<file path="src/rtl/arm_hazard_pkg.sv">
// Shared types for the ARM pipeline hazard unit.
//   fwd_sel_t   : execute operand source select (register file / ResultW / ALUOutM)
//   stage_tag_t : shadow copy of what an in-flight instruction writes and reads
//   tag_match   : RAW match of a source register against one stage tag
package arm_hazard_pkg;

  // Tag address fields are stored at a fixed width. Narrower register
  // addresses are zero-extended into them, so REG_ADDR_W may be 1..8.
  localparam int TAG_ADDR_W = 8;

  typedef enum logic [1:0] {
    FWD_RF = 2'b00,
    FWD_W  = 2'b01,
    FWD_M  = 2'b10
  } fwd_sel_t;

  typedef struct packed {
    logic                  valid;
    logic [TAG_ADDR_W-1:0] wa3;
    logic                  regwrite;
    logic                  memtoreg;
    logic                  memaccess;
    logic                  pcwrite;
    logic [TAG_ADDR_W-1:0] ra1;
    logic [TAG_ADDR_W-1:0] ra2;
  } stage_tag_t;

  // The PC alias is never a data hazard: it is read from the PC path.
  function automatic logic tag_match(
    input stage_tag_t            tag,
    input logic [TAG_ADDR_W-1:0] src,
    input logic [TAG_ADDR_W-1:0] pc_reg
  );
    return tag.valid && tag.regwrite && (tag.wa3 == src) && (src != pc_reg);
  endfunction

endpackage

</file>
<file path="src/rtl/arm_hazard_unit_tag_pipe.sv">
// Shadow E/M/W tag registers mirroring the core pipeline registers.
//   clk, reset   : core clock, asynchronous active-high reset
//   i_d_tag      : tag built from the decode-stage instruction
//   i_bubble_e   : load a bubble (valid=0) into E instead of the D tag
//   i_hold       : memory wait; E and M hold, W receives a bubble
//   o_e/m/w_tag  : current tags of the execute, memory and writeback stages
module hazard_tag_pipe
  import arm_hazard_pkg::*;
(
  input  logic       clk,
  input  logic       reset,
  input  stage_tag_t i_d_tag,
  input  logic       i_bubble_e,
  input  logic       i_hold,
  output stage_tag_t o_e_tag,
  output stage_tag_t o_m_tag,
  output stage_tag_t o_w_tag
);

  stage_tag_t r_e;
  stage_tag_t r_m;
  stage_tag_t r_w;

  always_ff @(posedge clk or posedge reset) begin
    if (reset) begin
      r_e <= '0;
      r_m <= '0;
      r_w <= '0;
    end else if (i_hold) begin
      // The access in M has not completed, so nothing retires into W.
      r_w.valid <= 1'b0;
    end else begin
      r_e       <= i_d_tag;
      r_e.valid <= i_d_tag.valid && !i_bubble_e;
      r_m       <= r_e;
      r_w       <= r_m;
    end
  end

  assign o_e_tag = r_e;
  assign o_m_tag = r_m;
  assign o_w_tag = r_w;

endmodule

</file>
<file path="src/rtl/arm_hazard_unit.sv">
// Hazard and forwarding controller for the 5-stage ARM pipeline.
//   clk, reset             : core clock, asynchronous active-high reset
//   RA1D/RA2D/WA3D         : decode source A/B and destination registers
//   RegWriteD/MemToRegD/MemAccessD : decode instruction class
//   BranchTakenE           : branch resolved taken in execute
//   mem_ready              : data memory completes the M-stage access
//   perf_clear             : synchronous clear of both perf counters
//   ForwardAE/ForwardBE    : execute operand selects (00 RF, 01 ResultW, 10 ALUOutM)
//   StallF/D/E/M           : hold PC and the F/D, D/E, E/M registers
//   FlushD/E/W             : bubble into D, E, W
//   stall_cycles           : saturating count of cycles with StallF
//   flush_events           : saturating count of cycles with FlushE
module arm_hazard_unit
  import arm_hazard_pkg::*;
#(
  parameter int REG_ADDR_W = 4,
  parameter int PC_REG     = 15,
  parameter bit FWD_ENABLE = 1'b1,
  parameter int CNT_W      = 16
) (
  input  logic                  clk,
  input  logic                  reset,
  input  logic [REG_ADDR_W-1:0] RA1D,
  input  logic [REG_ADDR_W-1:0] RA2D,
  input  logic [REG_ADDR_W-1:0] WA3D,
  input  logic                  RegWriteD,
  input  logic                  MemToRegD,
  input  logic                  MemAccessD,
  input  logic                  BranchTakenE,
  input  logic                  mem_ready,
  input  logic                  perf_clear,
  output logic [1:0]            ForwardAE,
  output logic [1:0]            ForwardBE,
  output logic                  StallF,
  output logic                  StallD,
  output logic                  StallE,
  output logic                  StallM,
  output logic                  FlushD,
  output logic                  FlushE,
  output logic                  FlushW,
  output logic [CNT_W-1:0]      stall_cycles,
  output logic [CNT_W-1:0]      flush_events
);

  localparam logic [TAG_ADDR_W-1:0] PC_TAG = TAG_ADDR_W'(PC_REG);

  stage_tag_t            w_d_tag;
  stage_tag_t            w_e_tag;
  stage_tag_t            w_m_tag;
  stage_tag_t            w_w_tag;
  logic [TAG_ADDR_W-1:0] w_d_src [2];
  logic [TAG_ADDR_W-1:0] w_e_src [2];
  logic [1:0]            w_d_hit_e;
  logic [1:0]            w_d_hit_m;
  fwd_sel_t              w_fwd [2];
  logic                  w_ldr_stall;
  logic                  w_raw_stall;
  logic                  w_pc_pend;
  logic                  w_mem_stall;
  logic [CNT_W-1:0]      w_cnt [2];
  logic [1:0]            w_cnt_inc;
  logic                  w_unused_tag_bits;

  always_comb begin
    w_d_tag           = '0;
    w_d_tag.valid     = 1'b1;
    w_d_tag.wa3       = TAG_ADDR_W'(WA3D);
    w_d_tag.regwrite  = RegWriteD;
    w_d_tag.memtoreg  = MemToRegD;
    w_d_tag.memaccess = MemAccessD;
    w_d_tag.pcwrite   = RegWriteD && (TAG_ADDR_W'(WA3D) == PC_TAG);
    w_d_tag.ra1       = TAG_ADDR_W'(RA1D);
    w_d_tag.ra2       = TAG_ADDR_W'(RA2D);
  end

  hazard_tag_pipe u_tag_pipe (
    .clk        (clk),
    .reset      (reset),
    .i_d_tag    (w_d_tag),
    .i_bubble_e (FlushE),
    .i_hold     (w_mem_stall),
    .o_e_tag    (w_e_tag),
    .o_m_tag    (w_m_tag),
    .o_w_tag    (w_w_tag)
  );

  assign w_d_src[0] = w_d_tag.ra1;
  assign w_d_src[1] = w_d_tag.ra2;
  assign w_e_src[0] = w_e_tag.ra1;
  assign w_e_src[1] = w_e_tag.ra2;

  genvar gi;
  generate
    for (gi = 0; gi < 2; gi++) begin : g_operand
      assign w_d_hit_e[gi] = tag_match(w_e_tag, w_d_src[gi], PC_TAG);
      assign w_d_hit_m[gi] = tag_match(w_m_tag, w_d_src[gi], PC_TAG);
      if (FWD_ENABLE) begin : g_fwd
        // A bubble in E has no operands, so it never selects a bypass.
        assign w_fwd[gi] = !w_e_tag.valid                          ? FWD_RF :
                           tag_match(w_m_tag, w_e_src[gi], PC_TAG) ? FWD_M  :
                           tag_match(w_w_tag, w_e_src[gi], PC_TAG) ? FWD_W  :
                                                                     FWD_RF;
      end else begin : g_no_fwd
        assign w_fwd[gi] = FWD_RF;
      end
    end
  endgenerate

  assign ForwardAE = w_fwd[0];
  assign ForwardBE = w_fwd[1];

  assign w_ldr_stall = w_e_tag.valid && w_e_tag.memtoreg && (|w_d_hit_e);
  // Without bypasses, any producer still in E or M must reach W first.
  assign w_raw_stall = !FWD_ENABLE && ((|w_d_hit_e) || (|w_d_hit_m));
  assign w_pc_pend   = w_d_tag.pcwrite
                    || (w_e_tag.valid && w_e_tag.pcwrite)
                    || (w_m_tag.valid && w_m_tag.pcwrite);
  assign w_mem_stall = w_m_tag.valid && w_m_tag.memaccess && !mem_ready;

  always_comb begin
    StallF = 1'b0;
    StallD = 1'b0;
    StallE = 1'b0;
    StallM = 1'b0;
    FlushD = 1'b0;
    FlushE = 1'b0;
    FlushW = 1'b0;
    if (w_mem_stall) begin
      // E is frozen, so a pending branch or load-use is re-evaluated on release.
      StallF = 1'b1;
      StallD = 1'b1;
      StallE = 1'b1;
      StallM = 1'b1;
      FlushW = 1'b1;
    end else begin
      if (BranchTakenE) begin
        FlushD = 1'b1;
        FlushE = 1'b1;
      end else if (w_ldr_stall || w_raw_stall) begin
        StallF = 1'b1;
        StallD = 1'b1;
        FlushE = 1'b1;
      end else if (w_pc_pend) begin
        StallF = 1'b1;
        FlushD = 1'b1;
      end
      // The fetch after a PC write in W is from the stale PC.
      if (w_w_tag.valid && w_w_tag.pcwrite) begin
        FlushD = 1'b1;
      end
    end
  end

  assign w_cnt_inc[0] = StallF;
  assign w_cnt_inc[1] = FlushE;

  generate
    for (gi = 0; gi < 2; gi++) begin : g_counter
      logic [CNT_W-1:0] r_cnt;
      always_ff @(posedge clk or posedge reset) begin
        if (reset) begin
          r_cnt <= '0;
        end else if (perf_clear) begin
          r_cnt <= '0;
        end else if (w_cnt_inc[gi] && (r_cnt != {CNT_W{1'b1}})) begin
          r_cnt <= r_cnt + CNT_W'(1);
        end
      end
      assign w_cnt[gi] = r_cnt;
    end
  endgenerate

  assign stall_cycles = w_cnt[0];
  assign flush_events = w_cnt[1];

  // Not every tag field is consumed in every stage.
  assign w_unused_tag_bits = ^{w_e_tag, w_m_tag, w_w_tag};

endmodule

</file>
<file path="config.mk">
export PLATFORM = sky130hd
export DESIGN_NAME = arm_hazard_unit
export DESIGN_NICKNAME = d
export VERILOG_FILES = /design/src/rtl/arm_hazard_pkg.sv /design/src/rtl/arm_hazard_unit_tag_pipe.sv /design/src/rtl/arm_hazard_unit.sv
export SDC_FILE = /design/constraint.sdc
export NUM_CORES = 1
export LEC_CHECK = 0
export CELL_PAD_IN_SITES_DETAIL_PLACEMENT = 1
export CELL_PAD_IN_SITES_GLOBAL_PLACEMENT = 1
export CORE_MARGIN = 3
export CORE_UTILIZATION = 36
export CTS_CLUSTER_SIZE = 40
export DETAILED_ROUTE_END_ITERATION = 12
export GPL_TIMING_DRIVEN = 0
export PLACE_DENSITY_LB_ADDON = 0.1
export SLEW_MARGIN = 20
export SYNTH_ARGS = -nofsm -noshare
export SYNTH_HDL_FRONTEND = slang
export SYNTH_SLANG_ARGS = --single-unit
export TNS_END_PERCENT = 10
</file>
<file path="constraint.sdc">
create_clock -name clk -period 2 [get_ports clk]
set_input_delay 0.3 -clock clk [delete_from_list [all_inputs] [get_ports clk]]
set_output_delay 0.3 -clock clk [all_outputs]
set_load 0.02 [all_outputs]
</file>
==> flow_summary.ini, run 1 <==
[status]
status = finished with violations
violations = negative setup slack

[synth]
synth_edf_count = 0
syn-num-nets = 410
synthFlopType = dfrtp_1
synth_fa_ha_area_share_pct = 0.731
syn_area_um2 = 3420
yosys_warnings = 0
seq_area_frac_synth_pct = 46.8
syn_avg_cell_area_um2 = 8.83
ys_seq_elements = 64
post_synth_num_cell_types = 48
synthTopCellsByArea = dfrtp_1 (47%), nand2_1 (11%), xor2_1 (3.6%), nand3_1 (3.1%), nor2_1 (3.0%)
synth_top_family_by_area = simple AND/OR/NAND/NOR gates
syn_inst = 388
synth_area_leader_cell = dfrtp_1
synth_top_area_share_pct = 46.8
synth_simple_gate_area_share_pct = 29.4
synth.area.mux_share_pct = 3.25
synth_compound_area_share_pct = 12.0
async_reset_ff_share_pct = 100
synthXorXnorAreaFrac_pct = 5.12

[placement]
numPortBuffers = 61
post_dp_cell_area_um2 = 4250
gp_congestion = 0.729
place_inst = 576
dp_hpwl_mm = 7.30
post-place-ws_ps = -1010

[routing]
drt_pre_antenna_iters = 4
avgViaCountPerCell = 5.29
routed_wl_mm = 10.7
num_vias = 3190
wl_per_cell_um = 17.7
drc = 0
detail_route.iter0.violations = 105
ant_nets = 0

[global_routing]
grt_pass1_vias = 3420
grt_max_degree = 42
grt_overflow_total = 0
grt_pass1_wl_mm = 17.8
track_usage_pct = 20.2
antenna_found_initial = 0

[die]
die_w_um = 104
row_count = 34
start_util_pct = 38.2
io-pin-count = 63
die_area_um2 = 10700
dieHeight_um = 104
coreArea_um2 = 8980

[timing]
finalSetupTns_ps = -6720
worst_slew_pin_slew_ps = 563
layout_setup_ws_ps = -357
setup_viol = 40
max-slew-margin-rel_pct = 62.5
hold_viol_final = 0
fin_crit_ps = 2360
finalCritPeriodShare_pct = 118
fin_hold_ws_ps = 291
fin_skew_ps = 10.1
slew_viol_final = 0
rsz0062_at_grt = yes
fmax_mhz = 424

[clock_network]
cts_root_buf = clkbuf_8
insertion_delay_ps = 340
holdBufCountCts = 0
cts_made_buffers = 9
cts_tree = done
path_clk_slew_ps = 70
clock_path_buffers = 2
clock_sinks = 64
cts_max_level = 3

[power]
leakagePower_nw = 2.06
clkPwrFrac_pct = 35.1
internal_power_mw = 2.50
p_seq_share_pct = 44.4
vdd_drop_max_mv = 0.315
power_mw = 3.62
power_density_nw_per_um2 = 758
switching_share_pct = 30.8
switching_power_mw = 1.12
combPwrFrac_pct = 20.5

[job]
maxCapViolations = 0

[setup_path]
path_max_fanout = 4
cp.required_ps = 2230
timing.rr.start = u_tag_pipe.o_e_tag[22]$_DFFE_PP0N_
start_kind = register
cp-startpoint = u_tag_pipe.o_e_tag[22]$_DFFE_PP0N_
cp.arrival_ps = 2590
crit_type = reg -> reg
crit_path_end_kind = register

[finish]
final_area_um2 = 4770
drive_above_1_share_pct = 19.7
nets = 495
diodes = 0
postLayoutCoreUtil_pct = 53.2
finalNonFillerCells = 603
syn2layout_area_growth_pct = 39.3

[hold_path]
hold_class = in -> async
[cells by family after synthesis]
logic type               Yosys count
AND/OR/NAND/NOR                  209
buffers and inverters             23
multiplexers                      10
flip-flops                        64
XOR/XNOR                          20
AO/OA/AOI/OAI                     60
adder cells (fa/ha/maj)            2
[cell usage in the layout, fill, tap and decap left out, types with 9 or more instances in the layout]
master           instances
xor2_1                  12
buf_6                    9
a21oi_1                 18
and3_1                   9
clkbuf_1                11
dfrtp_1                 54
nor2_1                  26
o21ai_0                 15
clkdlybuf4s50_1         47
clkbuf_8                12
nand3_1                 19
dfrtp_2                 10
nand2_1                 97
or3_1                   10
[cell type report]
| type | count | area, um2 |
|---|---|---|
| Tap cell | 126 | 158 |
| Clock inverter | 3 | 65.1 |
| Timing Repair Buffer | 74 | 744 |
| Fill cell | 1025 | 4200 |
| Buffer | 15 | 81.3 |
| Sequential cell | 64 | 1610 |
| Clock buffer | 12 | 155 |
| Multi-Input combinational cell | 301 | 1920 |
| Inverter | 8 | 37.5 |
[sequential cells by signal, indices dropped and copies added, names as in the netlist]
signal              cells
u_tag_pipe.o_e_tag     17
u_tag_pipe.o_m_tag      8
stall_cycles           16
flush_events           16
u_tag_pipe.o_w_tag      7
[layer usage]
layer	vias to the layer above	global-route usage (%)	routed length, um
met3	8	3.92	339
met4	0	4.27	96
met2	60	31.7	5000
met1	1617	29.2	5220
li1	1505	-	-
met5	-	0	0
[power by group through the flow]
stage                     clock network, mW  logic, mW  registers, mW
after floorplan                           0      0.414           1.56
after global placement                    0      0.616           1.60
after detailed placement                  0      0.648           1.61
after CTS                              1.28      0.724           1.60
after global routing                   1.35      0.834           1.62
final                                  1.27      0.743           1.60
[path summary, 6_finish.rpt]
kind                                                      end  slack, ps  cells after the start
hold reg to reg            u_tag_pipe.o_w_tag[19]$_DFFE_PP0N_        470                      2
max in group asynchronous  u_tag_pipe.o_e_tag[28]$_DFFE_PP0N_       1170                      3
hold / removal             u_tag_pipe.o_e_tag[18]$_DFFE_PP0N_        290                      2
setup reg to reg                  flush_events[9]$_DFFE_PP0P_       -360                      8
min in group clk            u_tag_pipe.o_e_tag[8]$_DFFE_PP0N_        290                      3
setup / recovery                  flush_events[9]$_DFFE_PP0P_       -360                      8
[synthesized netlist by cell type, drive strengths merged (4+ instances only)]
cell,count
a21oi,19
and3,9
clkbuf,13
dfrtp,64
inv,7
mux2,9
nand2,97
nand2b,5
nand3,22
nand4,7
nor2,27
nor2b,8
nor3,4
nor4,6
o21ai,19
o31ai,4
or3,10
xnor2,6
xor2,14
[worst max-delay path, stage by stage, from the launching register on]
cell and delay [ps]:
dfrtp_2 450, xor2_2 170, nor4_4 320, a22oi_2 180, buf_6 170, a2111oi_4 330, buf_4 190, nand4_1 110
mux2_4 320
[timing repair]
action,CTS,global route
gates resized for setup,79,16
endpoints found under the setup margin,42,44
setup buffers,10,2
pin swaps,21,5
No activity file was read; power rests on OpenSTA's default activity.
==> run 2: changes to the inputs <==
SKIP_LAST_GASP = 1   (was default)
==> flow_summary.ini, run 2 (same netlist as run 1, synthesis figures left out) <==
[status]
status = finished with violations
violations = negative setup slack

[power]
power_density_nw_per_um2 = 761
vdd_drop_max_mv = 0.321
switching_share_pct = 30.7
clkPwrFrac_pct = 35.2
combPwrFrac_pct = 20.3
leakagePower_nw = 2.08
switching_power_mw = 1.10
internal_power_mw = 2.49
p_seq_share_pct = 44.5

[finish]
syn2layout_area_growth_pct = 37.8
drive_above_1_share_pct = 17.8
most-common-layout-cells = nand2_1 (97), dfrtp_1 (58), clkdlybuf4s50_1 (49), nor2_1 (26)
layout_commonest_cell = nand2_1
fillers = 1039
nets = 496
largest_reg_flops = 17
final_area_um2 = 4720
diodes = 0

[setup_path]
crit_type = reg -> reg
worstPathCellList = xor2_1, nor4_4, a22oi_2, buf_6, a2111oi_4, buf_4, nand4_1, mux2_4
slowest_delay_ps = 450
cp.arrival_ps = 2610
path_max_fanout = 4
crit_path_end_kind = register
r2r_slack_ps = -380
cpMaxStageDelayCell = dfrtp_2
start_kind = register
cp.required_ps = 2230

[die]
dieHeight_um = 104
start_util_pct = 38.2
die_area_um2 = 10700
coreArea_um2 = 8980
io-pin-count = 63
row_count = 34
die_w_um = 104

[clock_network]
clock_path_buffers = 2
cts_max_level = 3
insertion_delay_ps = 340
cts_tree = done
path_clk_slew_ps = 70
holdBufCountCts = 0
cts_made_buffers = 9
clock_sinks = 64
cts_root_buf = clkbuf_8

[global_routing]
grt_pass1_wl_mm = 17.3
grt_overflow_total = 0
grt_pass1_vias = 3422
track_usage_pct = 19.6
grt_max_degree = 42
antenna_found_initial = 0

[placement]
post_dp_cell_area_um2 = 4250
gp_congestion = 0.729
numPortBuffers = 61
dp_hpwl_mm = 7.30

[timing]
fin_hold_ws_ps = 294
fmax_mhz = 420
layout_setup_ws_ps = -382
fin_skew_ps = 11.1
rsz0062_at_grt = yes
slew_viol_final = 0
hold_viol_final = 0
setup_viol = 43
finalCritPeriodShare_pct = 119
max-slew-margin-rel_pct = 61.4
fin_crit_ps = 2380
worst_slew_pin_slew_ps = 574

[routing]
wl_per_cell_um = 17.2
detail_route.iter0.violations = 114
num_vias = 3163
avgViaCountPerCell = 5.24
drc = 0
drt_pre_antenna_iters = 4
ant_nets = 0
routed_wl_mm = 10.4

[job]
maxCapViolations = 0

[hold_path]
hold_class = in -> reg
-- run 2: worst paths after layout --
kind	from	to	cells after the start
max in group asynchronous	reset	u_tag_pipe.o_e_tag[28]$_DFFE_PP0N_	3
worst min-delay path	RA1D[0]	u_tag_pipe.o_e_tag[8]$_DFFE_PP0N_	3
worst min register to register	u_tag_pipe.o_w_tag[19]$_DFFE_PP0N_	u_tag_pipe.o_w_tag[19]$_DFFE_PP0N_	2
worst max-delay path	u_tag_pipe.o_e_tag[22]$_DFFE_PP0N_	flush_events[9]$_DFFE_PP0P_	8
worst max register to register	u_tag_pipe.o_e_tag[22]$_DFFE_PP0N_	flush_events[9]$_DFFE_PP0P_	8
min in group asynchronous	reset	u_tag_pipe.o_e_tag[18]$_DFFE_PP0N_	2
-- run 2: metrics by stage --
stage	total power [mW]	std cells	setup WS (ps)	util [%]	TNS, ps
6_report	3.59	604	-382	52.6	-9350
3_5_place_dp	2.26	576	-1010	47.3	-31640
5_1_grt	3.78	604	-510	52.6	-14410
2_1_floorplan	1.98	388	-152	-	-878
3_3_place_gp	2.22	575	-1180	47.0	-103930
4_1_cts	3.58	601	-432	51.5	-9700
-- run 2: final cells by class --
class | count | area [um2] | area share (%)
timing repair buffer | 75 | 738 | 15.6
multi-input combinational | 301 | 1880 | 39.8
sequential | 64 | 1610 | 34.1
clock inverter | 3 | 65.1 | 1.38
clock buffer | 12 | 155 | 3.29
buffer | 15 | 76.3 | 1.62
inverter | 8 | 37.5 | 0.796
tap | 126 | 158 | 3.34
-- run 2: power groups by stage --
stage / logic [mW] / registers (mW) / clock network (mW)
floorplan: 0.414 / 1.56 / 0
global placement: 0.616 / 1.60 / 0
detailed placement: 0.648 / 1.61 / 0
CTS: 0.702 / 1.59 / 1.28
global route: 0.817 / 1.62 / 1.35
finish: 0.729 / 1.60 / 1.26
-- run 2: timing repair --
action	in CTS	in global routing
pin swaps	7	6
buffers inserted	10	3
setup endpoints to repair	42	44
gates resized for setup	44	24
-- run 2: routing by layer --
metal	GRT usage (%)	vias up	wire length (um)
li1	-	1505	-
met1	28.1	1585	5150
met2	30.9	61	4780
met3	3.61	12	347
met4	4.56	0	109
met5	0	-	0
-- run 2: worst max-delay path, delay by kind of cell, from the launching register on --
kind                      cells  cell delay (ps)
and+or+nand+nor               2              450
AOI/OAI and AO/OA             2              490
buffers and inverters         2              360
muxes                         1              320
DFF                           1              450
xor gates and xnor gates      1              210
